==> src/rtl/puf_eval_ctrl.sv <==
// rtl/puf_eval_ctrl.sv - arbiter PUF sequencer: repeated clear/launch/sample, per-bit majority vote
// and instability mask, with a 2-flop synchroniser on the asynchronous PUF response.
module puf_eval_ctrl #(
    parameter int C_BITS        = 4,
    parameter int R_BITS        = 4,
    parameter int SETTLE_CYCLES = 8,
    parameter int EVALS         = 5
) (
    input  logic              clk_i,
    input  logic              reset_i,
    input  logic              cmd_valid_i,
    output logic              cmd_ready_o,
    input  logic [C_BITS-1:0] cmd_challenge_i,
    output logic              rsp_valid_o,
    input  logic              rsp_ready_i,
    output logic [R_BITS-1:0] rsp_data_o,
    output logic [R_BITS-1:0] rsp_flip_o,
    output logic              busy_o,
    output logic              puf_reset_o,
    output logic              puf_enable_o,
    output logic [C_BITS-1:0] puf_challenge_o,
    input  logic [R_BITS-1:0] puf_resp_i
);

    localparam int CNT_W = $clog2(EVALS + 1);
    localparam int SET_W = $clog2(SETTLE_CYCLES + 1);

    localparam logic [CNT_W-1:0] EVALS_C  = CNT_W'(EVALS);
    localparam logic [CNT_W-1:0] HALF_C   = CNT_W'(EVALS / 2);
    localparam logic [SET_W-1:0] SETTLE_C = SET_W'(SETTLE_CYCLES - 1);

    localparam logic [2:0] S_IDLE   = 3'd0;
    localparam logic [2:0] S_CLEAR  = 3'd1;
    localparam logic [2:0] S_LAUNCH = 3'd2;
    localparam logic [2:0] S_SAMPLE = 3'd3;
    localparam logic [2:0] S_VOTE   = 3'd4;
    localparam logic [2:0] S_DONE   = 3'd5;

    logic [2:0]        state_q, state_d;
    logic [C_BITS-1:0] chal_q, chal_d;
    logic [CNT_W-1:0]  ones_q [R_BITS];
    logic [CNT_W-1:0]  ones_d [R_BITS];
    logic [CNT_W-1:0]  eval_q, eval_d;
    logic [SET_W-1:0]  settle_q, settle_d;
    logic [R_BITS-1:0] sync1_q, sync2_q;
    logic [R_BITS-1:0] data_q, data_d;
    logic [R_BITS-1:0] flip_q, flip_d;
    logic              enable_q;

    always_comb begin
        state_d  = state_q;
        chal_d   = chal_q;
        ones_d   = ones_q;
        eval_d   = eval_q;
        settle_d = settle_q;
        data_d   = data_q;
        flip_d   = flip_q;
        case (state_q)
            S_IDLE: begin
                if (cmd_valid_i) begin
                    chal_d = cmd_challenge_i;
                    for (int b = 0; b < R_BITS; b++) ones_d[b] = '0;
                    eval_d  = '0;
                    state_d = S_CLEAR;
                end
            end
            S_CLEAR: begin
                // CLEAR is the only way into LAUNCH, so reloading here equals reload-on-entry
                settle_d = SETTLE_C;
                state_d  = S_LAUNCH;
            end
            S_LAUNCH: begin
                if (settle_q == '0) state_d = S_SAMPLE;
                else                settle_d = settle_q - SET_W'(1);
            end
            S_SAMPLE: begin
                for (int b = 0; b < R_BITS; b++) ones_d[b] = ones_q[b] + CNT_W'(sync2_q[b]);
                eval_d  = eval_q + CNT_W'(1);
                state_d = (eval_d == EVALS_C) ? S_VOTE : S_CLEAR;
            end
            S_VOTE: begin
                for (int b = 0; b < R_BITS; b++) begin
                    data_d[b] = (ones_q[b] > HALF_C);
                    flip_d[b] = (ones_q[b] != '0) && (ones_q[b] != EVALS_C);
                end
                state_d = S_DONE;
            end
            S_DONE: begin
                if (rsp_ready_i) state_d = S_IDLE;
            end
            default: state_d = S_IDLE;
        endcase
    end

    always_ff @(posedge clk_i or posedge reset_i) begin
        if (reset_i) begin
            state_q  <= S_IDLE;
            chal_q   <= '0;
            for (int b = 0; b < R_BITS; b++) ones_q[b] <= '0;
            eval_q   <= '0;
            settle_q <= '0;
            sync1_q  <= '0;
            sync2_q  <= '0;
            data_q   <= '0;
            flip_q   <= '0;
            enable_q <= 1'b0;
        end else begin
            state_q  <= state_d;
            chal_q   <= chal_d;
            ones_q   <= ones_d;
            eval_q   <= eval_d;
            settle_q <= settle_d;
            sync1_q  <= puf_resp_i;
            sync2_q  <= sync1_q;
            data_q   <= data_d;
            flip_q   <= flip_d;
            enable_q <= (state_d == S_LAUNCH);
        end
    end

    assign cmd_ready_o     = (state_q == S_IDLE);
    assign busy_o          = (state_q != S_IDLE);
    assign rsp_valid_o     = (state_q == S_DONE);
    assign rsp_data_o      = data_q;
    assign rsp_flip_o      = flip_q;
    assign puf_reset_o     = reset_i | (state_q == S_CLEAR);
    assign puf_enable_o    = enable_q;
    assign puf_challenge_o = chal_q;

endmodule

==> config.mk <==
export PLATFORM = sky130hd
export DESIGN_NAME = puf_eval_ctrl
export DESIGN_NICKNAME = d
export VERILOG_FILES = /design/src/rtl/puf_eval_ctrl.sv
export SDC_FILE = /design/constraint.sdc
export NUM_CORES = 1
export LEC_CHECK = 0
export CAP_MARGIN = 25
export CORE_ASPECT_RATIO = 0.8
export CORE_UTILIZATION = 41
export CTS_BUF_LIST = sky130_fd_sc_hd__clkbuf_8 sky130_fd_sc_hd__clkbuf_16
export CTS_CLUSTER_SIZE = 10
export DETAILED_ROUTE_END_ITERATION = 8
export MAX_ROUTING_LAYER = met4
export PLACE_DENSITY = 0.65
export REMOVE_ABC_BUFFERS = 1
export SETUP_SLACK_MARGIN = 0.1
export SLEW_MARGIN = 20
export SYNTH_ARGS = -nofsm -noshare
export SYNTH_HDL_FRONTEND = slang
export SYNTH_SLANG_ARGS = --single-unit
export TNS_END_PERCENT = 20
==> constraint.sdc <==
create_clock -name clk_i -period 1.55 [get_ports clk_i]
set_input_delay 0.31 -clock clk_i [delete_from_list [all_inputs] [get_ports clk_i]]
set_output_delay 0.31 -clock clk_i [all_outputs]
set_load 0.1 [all_outputs]
; Word level (Yosys, flattened, before mapping)
; Index checks and enable logic that the tools add are counted.
[totals]
input_bits = 12
output_inout_bits = 17
register_bits = 43
[op_classes]
addsub = 6
order_cmp = 4
eq_ne = 13
n_reduce_logical = 16
bitwise_logic = 1
muxes = 11
[ops]
columns = cell, n
row1 = 12-bit case mux with 2 select lines, 1
row2 = 3-bit case mux with 6 select lines, 1
row3 = 3-bit two-way mux, 5
row4 = 3-bit nonzero test, 5
row5 = 3-bit by 1-bit adder with 3-bit output, 4
row6 = "3-bit by 2-bit greater-than comparator with 1-bit output, second input constant", 4
row7 = 12-bit two-way mux, 1
row8 = "3-bit != test, second input constant", 4
row9 = "3-bit by 2-bit equality test with 1-bit output, second input constant", 3
row10 = "3-bit equality test, second input constant", 3
row11 = 4-bit case mux with 2 select lines, 1
row12 = 3-bit case mux with 2 select lines, 1
row13 = 2-bit AND reduction, 3
row14 = 1-bit logical AND, 4
row15 = 4-bit zero test, 1
row16 = 4-bit two-way mux, 1
row17 = "2-bit != test, second input constant", 2
row18 = 2-bit nonzero test, 2
row19 = "4-bit by 1-bit subtractor with 4-bit output, second input constant", 1
row20 = "3-bit by 1-bit adder with 3-bit output, second input constant", 1
row21 = "3-bit by 1-bit equality test with 1-bit output, second input constant", 1
row22 = 3-bit zero test, 1
row23 = 1-bit bitwise OR, 1

; Depth between registers and ports, before layout
; Gate-level depths: netlist (run 1).
[logic_depth]
depth_word = 5
mapped_depth = 7
mapped_depth_nobuf = 5

; Worst setup path after synthesis (run 1)
; Ideal clock, no wire load.
[synth_timing]
path_type = reg-to-output
start = reg state_q[1]
end = out puf_reset_o
path_slack_ps = -1697
arrival_ps = 2937
path_stages_with_launch = 5
cell_sequence = dfrtp_1 > buf_6 > buf_2 > nand2b_1 > o21ai_0
[synth_via]
elab_chain_len = 2
[synth_rtl]
columns = element, line_no
row1 = start: declaration, 39  ; logic [2:0] state_q, state_d;
row2 = start signal: assignment, 108  ; state_q <= state_d;
row3 = 3-bit by 1-bit equality test with 1-bit output, 126  ; assign puf_reset_o = reset_i | (state_q == S_CLEAR);
row4 = 1-bit bitwise OR, 126
row5 = end: declaration, 19  ; output logic puf_reset_o,
; Every way passes these cells.

; Worst setup path after layout (run 1)
[layout_timing]
start = reg state_q[1]
end = out busy_o
[layout_via]
elab_chain_len = 1
[layout_rtl]
columns = element, line_no
row1 = 3-bit nonzero test, 122  ; assign busy_o = (state_q != S_IDLE);
row2 = end: declaration, 18  ; output logic busy_o,
; Every way passes these cells.

==> metrics list, run 1 <==
- Slew at the pin closest to its max-slew limit: 0.527 ns
- Share of final-layout standard cells stronger than drive strength 1: 0.382
- Between clock sinks in the finished design, the worst skew comes to a little over 0.008 ns.
* Post-layout min period: 1.61 ns
- Number of max-slew violations in the final report: 0
- Clock buffers created by TritonCTS: 5
- Of the total synthesized cell area, the portion taken by XOR and XNOR cells is 0.0175.
- The core region is around 4600 µm².
- Die W: roughly 80 µm
- 0 antenna diodes ended up in the layout.
- Worst setup slack after layout: -0.0581 ns
* Largest net degree at the start of global routing: 44
- The worst setup path is launched from a flip-flop.
- From synthesis to final layout, the design area changed by 45.7%.
- Hold/Removal Path Class: flip-flop to flip-flop
* Clock transition time at the flip-flop clock pins of the worst setup and hold paths: 0.08 ns
* Fraction of synthesized area in multiplexers: 0.0282
* Post-route DRC violation count: 0
- Summing all placed instances gives a cell area of between 2000 and 3000 µm².
- Number of cells in the finished layout apart from fillers: roughly 280
- For this run, the share of the core covered by cells in the final layout is 0.629.
- Aggregate global-route resource usage: 0.185
- Cell types occupying the most area after synthesis: dfrtp_1 54%, ha_1 6.9%, a22o_1 3.9%
* RSZ-0062 raised after global routing: true
- The final reports fail on negative setup slack.
- The first global-routing pass estimated approximately 7000 µm of wire.
- The clock passes through at most 2 buffers.
* Number of iterations in the first detailed-routing pass: 4
- Counting tap cells, the placed design contains a total of around 260 instances.
* Total vias in the final route: around 1500
- Most frequent standard cell in the layout excluding fill and tap cells: dfrtp_1
- The worst setup path is captured at an output port.
- Number of flip-flops and latches in the synthesized netlist: 43
- Wires add up to around 4100 µm.
- Synthesis handed over a netlist of 171 instances.
- The share of the Yosys chip area taken by registers is 0.539.
- The flow ran to the end, but the final reports show violations.
* Buffers on Ports: 28
- Number of sinks handled by clock tree synthesis: 43
- After synthesis the cells add up to roughly 2000 µm².
- The cell sitting at the root of the clock tree is a clkbuf_8.
* Hold EP: sync2_q[3]
* Slew Limit Headroom: 0.648
- Hold Fails Final Rpt: 0
- Fraction of the mapped netlist area in compound gates: 0.153
- In this run the mean area of a mapped cell was 11.7 µm².
- Warnings from Yosys: 0
* Most area-hungry cell type in the Yosys netlist: dfrtp_1
* Aggregate global routing overflow: 0
* CTS tree: yes
- The worst register-to-register path ends at settle_q[3].
* Final nets: between 200 and 250
- In this run the core area contains 22 standard-cell rows.
- Final instance area: just under 3000 µm²
- In this run the count of I/O pins placed on the die edge is 29.
* Data arrival time at the worst-slack endpoint: around 1.3 ns
* Launch point of the worst reg-to-reg path: state_q[1]
- Across the run, the number of max-cap violations was 0.
* Crit-path max FO: 2
- WL/cell: about 15 µm
- In this run, the number of DRC markers left after iteration 0 of detailed routing was 74.
- Area of the die: approximately 5200 µm²
* Number of library cell types mapped by synthesis: 37
- Worst Hold Launch: sync1_q[3]
- Setup violations remaining at the end of the flow were counted as 3.
- Highest attainable clock frequency: 622 MHz
- After synthesis, the largest family of logic cells by area is compound AO/OA/AOI/OAI gates.
- After legalization and detailed placement, the total HPWL measured 2850 µm.
* Required time worst endpoint: about 1.2 ns
* CTS Hold Buffers Added: 0
- The library cells used most frequently in the layout, excluding fill and tap cells, are 41 x dfrtp_1, 20 x buf_12, 11 x clkdlybuf4s50_1.
* Remaining antenna violation count after routing: 0
- Post-synthesis share of cell area spent on full adders, half adders and majority gates: 0.0689
- Setup tns final: -0.135 ns
- Hold depth: 0
- Setup slack on the worst reg-to-reg path comes out at roughly 0.020 ns.
* Vias per Instance: between 5 and 6
* Clock latency reported for the late side of the worst-skew pair: between 0.2 and 0.3 ns
- At the end of routability-driven placement, the weighted congestion stood at about 0.84.
- The via count of the first global-routing pass was approximately 1500.
- The initial antenna violation count came to 0.
- Count of H-tree levels built during CTS: 2
- Share of the clock period used by the worst path after layout: 1.04
- The share of synthesized area in the top cell type comes to 0.539.
- CP Class: flip-flop to output port
- Number of cells on the worst reg-to-reg path: 5
* Overall die height: approximately 64 µm
- Of the total synthesized cell area, the portion taken by AND, OR, NAND and NOR gates is 0.151.
- The initial utilization of the core area, before any placement, comes to 0.432.
## cell families (layout without fill, tap and decap cells)
family,count (synthesis),in the layout
muxes,5,5
adders and majority gates,11,11
xor gates and xnor gates,4,4
buffers and inverters,15,61
AOI/OAI and AO/OA,43,43
DFF,43,43
and+or+nand+nor,50,50
## flip-flops by register name (all words and copies together) (netlist names)
register	cells
ones_q	12
puf_challenge_o	4
rsp_data_o	4
rsp_flip_o	4
settle_q	4
sync1_q	4
sync2_q	4
eval_q	3
state_q	3
puf_enable_o	1
## stage by stage
step                hold WS (ns)  worst slack, ns
floorplan                  0.331            -1.64
global placement           0.333           0.0252
detailed placement         0.335         -0.00724
CTS                        0.355          -0.0543
global route               0.374          -0.0826
finish                     0.353          -0.0581
## cell usage after synthesis
library cell	instances
a211o_1	5
a211oi_1	2
a21bo_1	1
a21oi_1	15
a21oi_4	1
a22o_1	9
a22oi_1	1
and3b_1	1
buf_2	2
buf_4	1
buf_6	3
clkbuf_1	1
dfrtp_1	43
ha_1	11
inv_1	7
inv_2	1
mux2_2	5
nand2_1	1
nand2_2	2
nand2b_1	4
nand3_1	3
nand3b_2	1
nand4_1	2
nor2_1	16
nor2_2	1
nor2b_1	2
nor3_1	3
nor3b_1	8
nor3b_2	1
nor4b_1	2
o211a_1	2
o21ai_0	5
o21bai_1	1
o22ai_1	1
or3b_2	1
or4b_1	2
xor2_1	4
## area by class of cell
| cell class | instances | area [µm²] |
|---|---|---|
| clock inverter | 3 | 16.3 |
| fill | 350 | 1720 |
| inverter | 8 | 32.5 |
| multi-input combinational | 113 | 992 |
| clock buffer | 5 | 68.8 |
| timing repair buffer | 45 | 646 |
| sequential | 43 | 1080 |
| tap | 60 | 75.1 |
## how the worst max path moves through the flow
| stage | startpoint | end | slack (ns) | cells past startpoint |
|---|---|---|---|---|
| floorplan | state_q[1] | puf_reset_o | -1.64 | 2 |
| global placement | reset_i | puf_reset_o | 0.03 | 4 |
| detailed placement | reset_i | puf_reset_o | -0.007 | 4 |
| CTS | state_q[1] | busy_o | -0.05 | 5 |
| global route | state_q[1] | busy_o | -0.08 | 5 |
| finish | state_q[1] | busy_o | -0.06 | 5 |
## metal layers
layer	global-route usage	part of all wire	vias up
met1	0.222	0.43	718
met5	-	0	-
met3	0.0408	0.032	7
met4	0.0737	0.017	0
li1	-	-	708
met2	0.306	0.52	26
## timing repair
| item | 4_1_cts | 5_1_grt |
|---|---|---|
| gates resized for setup | 20 | 37 |
| cloned | 0 | 0 |
| endpoints found under the setup margin | 13 | 32 |
| buffers inserted | 3 | 3 |
| pin swaps | 18 | 15 |
## critical path, stage by stage, from the launching register on
cell and delay (ns):
dfrtp_1 0.42, buf_6 0.14, nor2_4 0.08, nand2_2 0.08, buf_6 0.13, buf_12 0.15
Power of run 1 is not shown: default switching activity piles up to over one toggle a cycle in this logic, so the estimate is an artifact.
==> run 2: changes to the inputs <==
- HOLD_SLACK_MARGIN: unset -> 0.06
- PLACE_DENSITY: 0.65 -> unset
- clock period: 1.55 -> 1.7 ns (I/O delays scaled with it)
==> run 2 against run 1 <==
The run now ends clean. Highest routed layer unchanged. Setup slack improved by 0.10 ns. Critical path depth fell by 1. Global-route usage fell by 1.7 points.
==> metrics list, run 2 (same netlist as run 1, synthesis figures left out) <==
* Clock root buffer: clkbuf_8 (unchanged)
- Global-route wire length before repair: 6310 µm (was 6960 µm)
- The type of the worst min-delay path is flip-flop to flip-flop (unchanged).
- Area of the die: 5160 µm² (unchanged)
- Number of iterations in the first detailed-routing pass: 4 (unchanged)
* Post-route DRC violation count: 0 (unchanged)
- Subtracting the final worst setup slack from the clock period gives 1.65 ns.
- The critical setup path kind was flip-flop to output port (unchanged).
* Outcome: finished, final reports clean (was complete, but fails checks)
* Largest stage delay on the critical path: 0.45 ns (was 0.42 ns)
- Of the available clock period, the critical path in the final layout requires 0.972.
* Floorplan Core Area: 4620 µm² (unchanged)
- The final hold violation count is 0 (unchanged).
- Aggregate global-route resource usage: 0.169 (was 0.185)
- Hold EP: sync2_q[2] (was sync2_q[3])
- The register-to-register setup slack came to 0.13 ns (was 0.02 ns).
* Die W: 80.0 µm (unchanged)
- The overall die height is 64.4 µm (unchanged).
- The startpoint of the lowest-slack register-to-register path was state_q[0] (was state_q[1]).
- CP endpoint kind: output port (unchanged)
- Total vias in the final route: 1434 (was 1459)
- The share of cells above drive strength 1 came to 0.264 (was 0.382).
- Clock latency reported for the late side of the worst-skew pair: 0.29 ns (about the same)
- The number of instances on the worst hold path came to 0 (unchanged).
- Crit-path max FO: 4 (was 2)
- The post-detailed-placement half-perimeter wirelength was 2570 µm (was 2850 µm).
* Final nets: 234 (was 239)
- The placer congestion estimate was 0.742 (was 0.836).
- The register name with the most flops was ones_q (unchanged).
- The number of cells traversed by the worst register-to-register path came to 5 (unchanged).
- The synthesis-to-finish area growth was 36.2% (was 45.7%).
* Length of routed wiring on met1: 1650 µm (was 1770 µm)
- The total of max-cap violations came to 0 (unchanged).
- Final instance area: 2720 µm² (was 2910 µm²)
- The count of hold buffers inserted by post-cts repair came to 0 (unchanged).
* Worst-path cell chain: nand2b_4 > o21ai_2 > buf_4 > buf_12 (was buf_6 > nor2_4 > nand2_2 > buf_6 > buf_12)
- Data arrival time at the worst-slack endpoint: 1.31 ns (was 1.30 ns)
- The number of flip-flops under the largest register name was 12 (unchanged).
- Count of H-tree levels built during CTS: 2 (unchanged)
- The number of antenna-violating nets in the routed design is 0 (unchanged).
- Topmost layer with routed signal wires: met4 (unchanged)
* Io pins: 29 (unchanged)
- CTS tree: yes (unchanged)
- Max Buffers Root-to-Sink: 2 (unchanged)
* Number of max-slew violations in the final report: 0 (unchanged)
* Number of sinks handled by clock tree synthesis: 43 (unchanged)
* Commonest non-fill, non-tap cells in the layout: 41 x dfrtp_1, 18 x buf_12, 15 x nor2_1, 15 x a21oi_1 (was 41 x dfrtp_1, 20 x buf_12, 11 x clkdlybuf4s50_1)
- Vias per Instance: 5.27 (about the same)
* Aggregate routed wire length: 3740 µm (was 4130 µm)
- The routed wire length on met2 is 1870 µm (was 2160 µm).
- Routed met3 length: 152 µm (was 133 µm)
* Buffers on Ports: 28 (unchanged)
* Initial standard-cell utilization of the core: 0.432 (unchanged)
- The number of antenna diodes is 0 (unchanged).
- Endpoints failing setup: 0 (was 3)
- The pin count of the biggest net entering global routing came to 44 (unchanged).
- The clock edge transition at the registers on the reported setup and hold paths came to 0.08 ns (about the same).
- Required time worst endpoint: 1.36 ns (was 1.24 ns)
- Sort of element at the start of the critical path: flip-flop (unchanged)
* Critical path's slowest cell: dfrtp_2 (was dfrtp_1)
- The via count of the first global-routing pass is 1354 (was 1516).
- The post-place instance area was 2550 µm² (about the same).
- Static timing analysis puts the maximum clock frequency at between 600 and 700 MHz.
- Slew Limit Headroom: 0.646 (was 0.648)
- Reg2reg end: settle_q[2] (was settle_q[3])
* Most frequent standard cell in the layout excluding fill and tap cells: dfrtp_1 (unchanged)
* Total number of placement rows: 22 (unchanged)
* Aggregate global routing overflow: 0 (unchanged)
* Worst Clk Skew: 0.00733 ns (was 0.00816 ns)
* Initial drt markers: 46 (was 74)
- The number of fill cells was 370 (was 350).
* Worst Hold Launch: sync1_q[2] (was sync1_q[3])
* Number of antenna violations at the first check in global routing: 0 (unchanged)
* Clock buffers created by TritonCTS: 5 (unchanged)
- RSZ-0062 raised after global routing: true (unchanged).
- The average wire length per cell after detail routing came to 13.7 µm (was 14.9 µm).
* Slew at the pin closest to its max-slew limit: 0.531 ns (was 0.527 ns)
[run 2: what timing repair did]
action,CTS,global route
setup endpoints to repair,3,9
endpoints found under the hold margin,0,0
gates resized for setup,5,5
setup buffers,3,0
cloned,0,0
pin swaps,0,0
[run 2: how the worst max path moves through the flow]
stage | endpoint | cells past startpoint | from
detailed placement | ones_q[8] | 4 | cmd_valid_i
floorplan | puf_reset_o | 2 | state_q[1]
global route | puf_reset_o | 4 | state_q[1]
finish | puf_reset_o | 4 | state_q[1]
global placement | puf_reset_o | 5 | reset_i
CTS | cmd_ready_o | 4 | state_q[0]
[run 2: critical path, delay by kind of cell, from the launching register on]
family          cells  cell delay, ns
simple gates        1            0.17
buf+inv             2            0.29
flops               1            0.45
compound gates      1            0.11
[run 2: layout make-up]
cell class,instances,area (µm²),share of cell area
Clock buffer,6,82.6,0.0304
Sequential cell,43,1080,0.397
Inverter,8,32.5,0.0120
Tap cell,60,75.1,0.0276
Timing Repair Buffer,40,557,0.205
Multi-Input combinational cell,113,860,0.316
Clock inverter,2,35.0,0.0129
[run 2: per-stage QoR]
step,instances,util,TNS (ns),setup WS (ns),hold slack [ns]
after floorplan,164,-,-10.06,-1.52,0.331
after global placement,261,0.551,0,0.128,0.332
after detailed placement,261,0.551,0,0.135,0.336
after CTS,272,0.584,0,0.0600,0.354
after global routing,272,0.588,0,0.00756,0.364
final,272,0.588,0,0.0468,0.352
[run 2: metal layers]
| layer | track usage | vias to the layer above |
|---|---|---|
| li1 | - | 696 |
| met1 | 0.204 | 702 |
| met2 | 0.271 | 32 |
| met3 | 0.0394 | 4 |
| met4 | 0.0737 | 0 |
| met5 | - | - |
Power of run 2 is left out for the same reason.
==> run 3: changes to the inputs <==
- CTS_CLUSTER_DIAMETER: unset -> 50
- PLACE_DENSITY: unset -> 0.69
- SKIP_CTS_REPAIR_TIMING: unset -> 1
==> run 3 against run 2 <==
Global-route usage decreased by 0.92 points. Clock-buffer cell count is 1 lower. Die area stayed put. Flip-flop and latch count did not move. Setup slack worse by 0.010 ns. Maximum frequency shrank 0.61%. Largest cell class unchanged.
==> metrics list, run 3 (same netlist as run 1, synthesis figures left out) <==
- Outcome: finished, final reports clean (unchanged)
* Post-route DRC violation count: 0 (unchanged)
* Number of placed instances with taps included: 259 (was 261)
- Number of cells on the worst reg-to-reg path: 5 (unchanged)
- The register name with the most flops was ones_q (unchanged).
- Global-route wire length before repair: 6020 µm (was 6310 µm)
- Worst Clk Skew: 0.00604 ns (was 0.00733 ns)
- Slew at the pin closest to its max-slew limit: 0.540 ns (was 0.531 ns)
* Final Core Density: 0.576 (was 0.588)
- The overall die height was 64.4 µm (unchanged).
- The synthesis-to-finish area growth came to 33.4% (was 36.2%).
- Clock root buffer: clkbuf_8 (unchanged)
- Final nets: 231 (was 234)
- Endpoints failing setup: 0 (unchanged)
- The detailed-route vias per instance came to 5.11 (was 5.27).
- The type of the worst min-delay path was flip-flop to flip-flop (unchanged).
* Max-cap viol count: 0 (unchanged)
- The most frequent standard cell in the layout excluding fill and tap cells was dfrtp_1 (unchanged).
- Clock latency reported for the late side of the worst-skew pair: 0.30 ns (was 0.29 ns)
* Crit-path max FO: 4 (unchanged)
* Antenna cell count: 0 (unchanged)
- HPWL after DPL: 2490 µm (was 2570 µm)
- Total number of placement rows: 22 (unchanged)
* Aggregate global-route resource usage: 0.159 (was 0.169)
- The total wire length is 3590 µm (was 3740 µm).
* Clock buffers created by TritonCTS: 5 (unchanged)
- Commonest non-fill, non-tap cells in the layout: 40 x dfrtp_1, 17 x buf_12, 15 x nor2_1, 15 x a21oi_1 (was 41 x dfrtp_1, 18 x buf_12, 15 x nor2_1, 15 x a21oi_1)
- Number of max-slew violations in the final report: 0 (unchanged)
* Buffers on Ports: 28 (unchanged)
* RSZ-0062 raised after global routing: true (unchanged)
- Largest net degree at the start of global routing: 44 (unchanged)
- Io pins: 29 (unchanged)
- The number of instances on the worst hold path is 0 (unchanged).
- Max Buffers Root-to-Sink: 2 (unchanged)
* Setup tns final: 0 ns (unchanged)
- The arrival time at the worst endpoint is 1.32 ns (was 1.31 ns).
* Number of antenna violations at the first check in global routing: 0 (unchanged)
- The average wire length per cell after detail routing came to 13.3 µm (was 13.7 µm).
- Area of the die: 5160 µm² (unchanged)
- Total vias in the final route: 1374 (was 1434)
* Number of global-route vias before repair: 1322 (was 1354)
- The final hold violation count is 0 (unchanged).
- Initial drt markers: 55 (was 46)
- Number of cells in the finished layout apart from fillers: 269 (was 272)
* Floorplan Core Area: 4620 µm² (unchanged)
- The critical path data required time is 1.36 ns (about the same).
* Number of sinks handled by clock tree synthesis: 43 (unchanged)
- Aggregate global routing overflow: 0 (unchanged)
- The worst slew slack as a fraction of its limit was 0.640 (was 0.646).
- The final cycle utilization of the critical path was 0.978 (was 0.972).
- CP endpoint kind: output port (unchanged)
* CTS tree: yes (unchanged)
- The placer congestion estimate was 0.816 (was 0.742).
- The number of flip-flops under the largest register name was 12 (unchanged).
- The post-route minimum period came to 1.66 ns (was 1.65 ns).
* Sort of element at the start of the critical path: flip-flop (unchanged)
* Highest attainable clock frequency: 601 MHz (was 605 MHz)
* Share of final-layout standard cells stronger than drive strength 1: 0.258 (was 0.264)
* Clock transition time at the flip-flop clock pins of the worst setup and hold paths: 0.08 ns (about the same)
- The starting density of the core came to 0.432 (unchanged).
- The first-pass iteration count of the detailed router is 4 (unchanged).
- Remaining antenna violation count after routing: 0 (unchanged)
* CP Class: flip-flop to output port (unchanged)
- The number of H-tree branching levels was 2 (unchanged).
- Die W: 80.0 µm (unchanged)
[run 3: changes by cell type in the layout (fill, tap and decap cells not counted), sizes merged]
cell      change
buf           -3
clkinvlp      +2
bufinv        -1
clkbuf        -1
[run 3: final timing paths]
check                      slack, ns        start          end
max                             0.04   state_q[1]  rsp_valid_o
min                             0.35   sync1_q[2]   sync2_q[2]
max reg2reg                     0.18  settle_q[0]   state_q[0]
min reg2reg                     0.35   sync1_q[2]   sync2_q[2]
max in group asynchronous       0.78      reset_i   state_q[2]
min in group asynchronous       0.52      reset_i    ones_q[0]
[run 3: critical path, cell delays in order (launching register included)]
cell,delay [ns]
dfrtp_2,0.45
nand2b_4,0.16
buf_6,0.12
nor2_4,0.11
buf_12,0.18
[run 3: final cells by class]
| class | instances | area [µm²] |
|---|---|---|
| repair buffers | 37 | 522 |
| clock buffers | 5 | 68.8 |
| inverters | 8 | 32.5 |
| clock inverters | 3 | 23.8 |
| flip-flops and latches | 43 | 1080 |
| multi-input cells | 113 | 862 |
| well taps | 60 | 75.1 |
| fillers | 378 | 1960 |
[run 3: routing by layer]
metal,GRT usage,part of all wire,wire [µm]
met5,-,0,0
met3,0.0423,0.042,150
met2,0.247,0.45,1610
met1,0.199,0.49,1770
met4,0.0670,0.015,54
[run 3: per-stage QoR]
| step | hold slack, ns | cell area (µm²) | worst slack, ns |
|---|---|---|---|
| 6_report | 0.354 | 2660 | 0.0366 |
| 3_5_place_dp | 0.336 | 2520 | 0.0734 |
| 3_3_place_gp | 0.333 | 2520 | 0.0696 |
| 2_1_floorplan | 0.331 | 1940 | -1.52 |
| 4_1_cts | 0.355 | 2610 | -0.215 |
| 5_1_grt | 0.359 | 2660 | -0.0123 |
Power of run 3 is left out for the same reason.
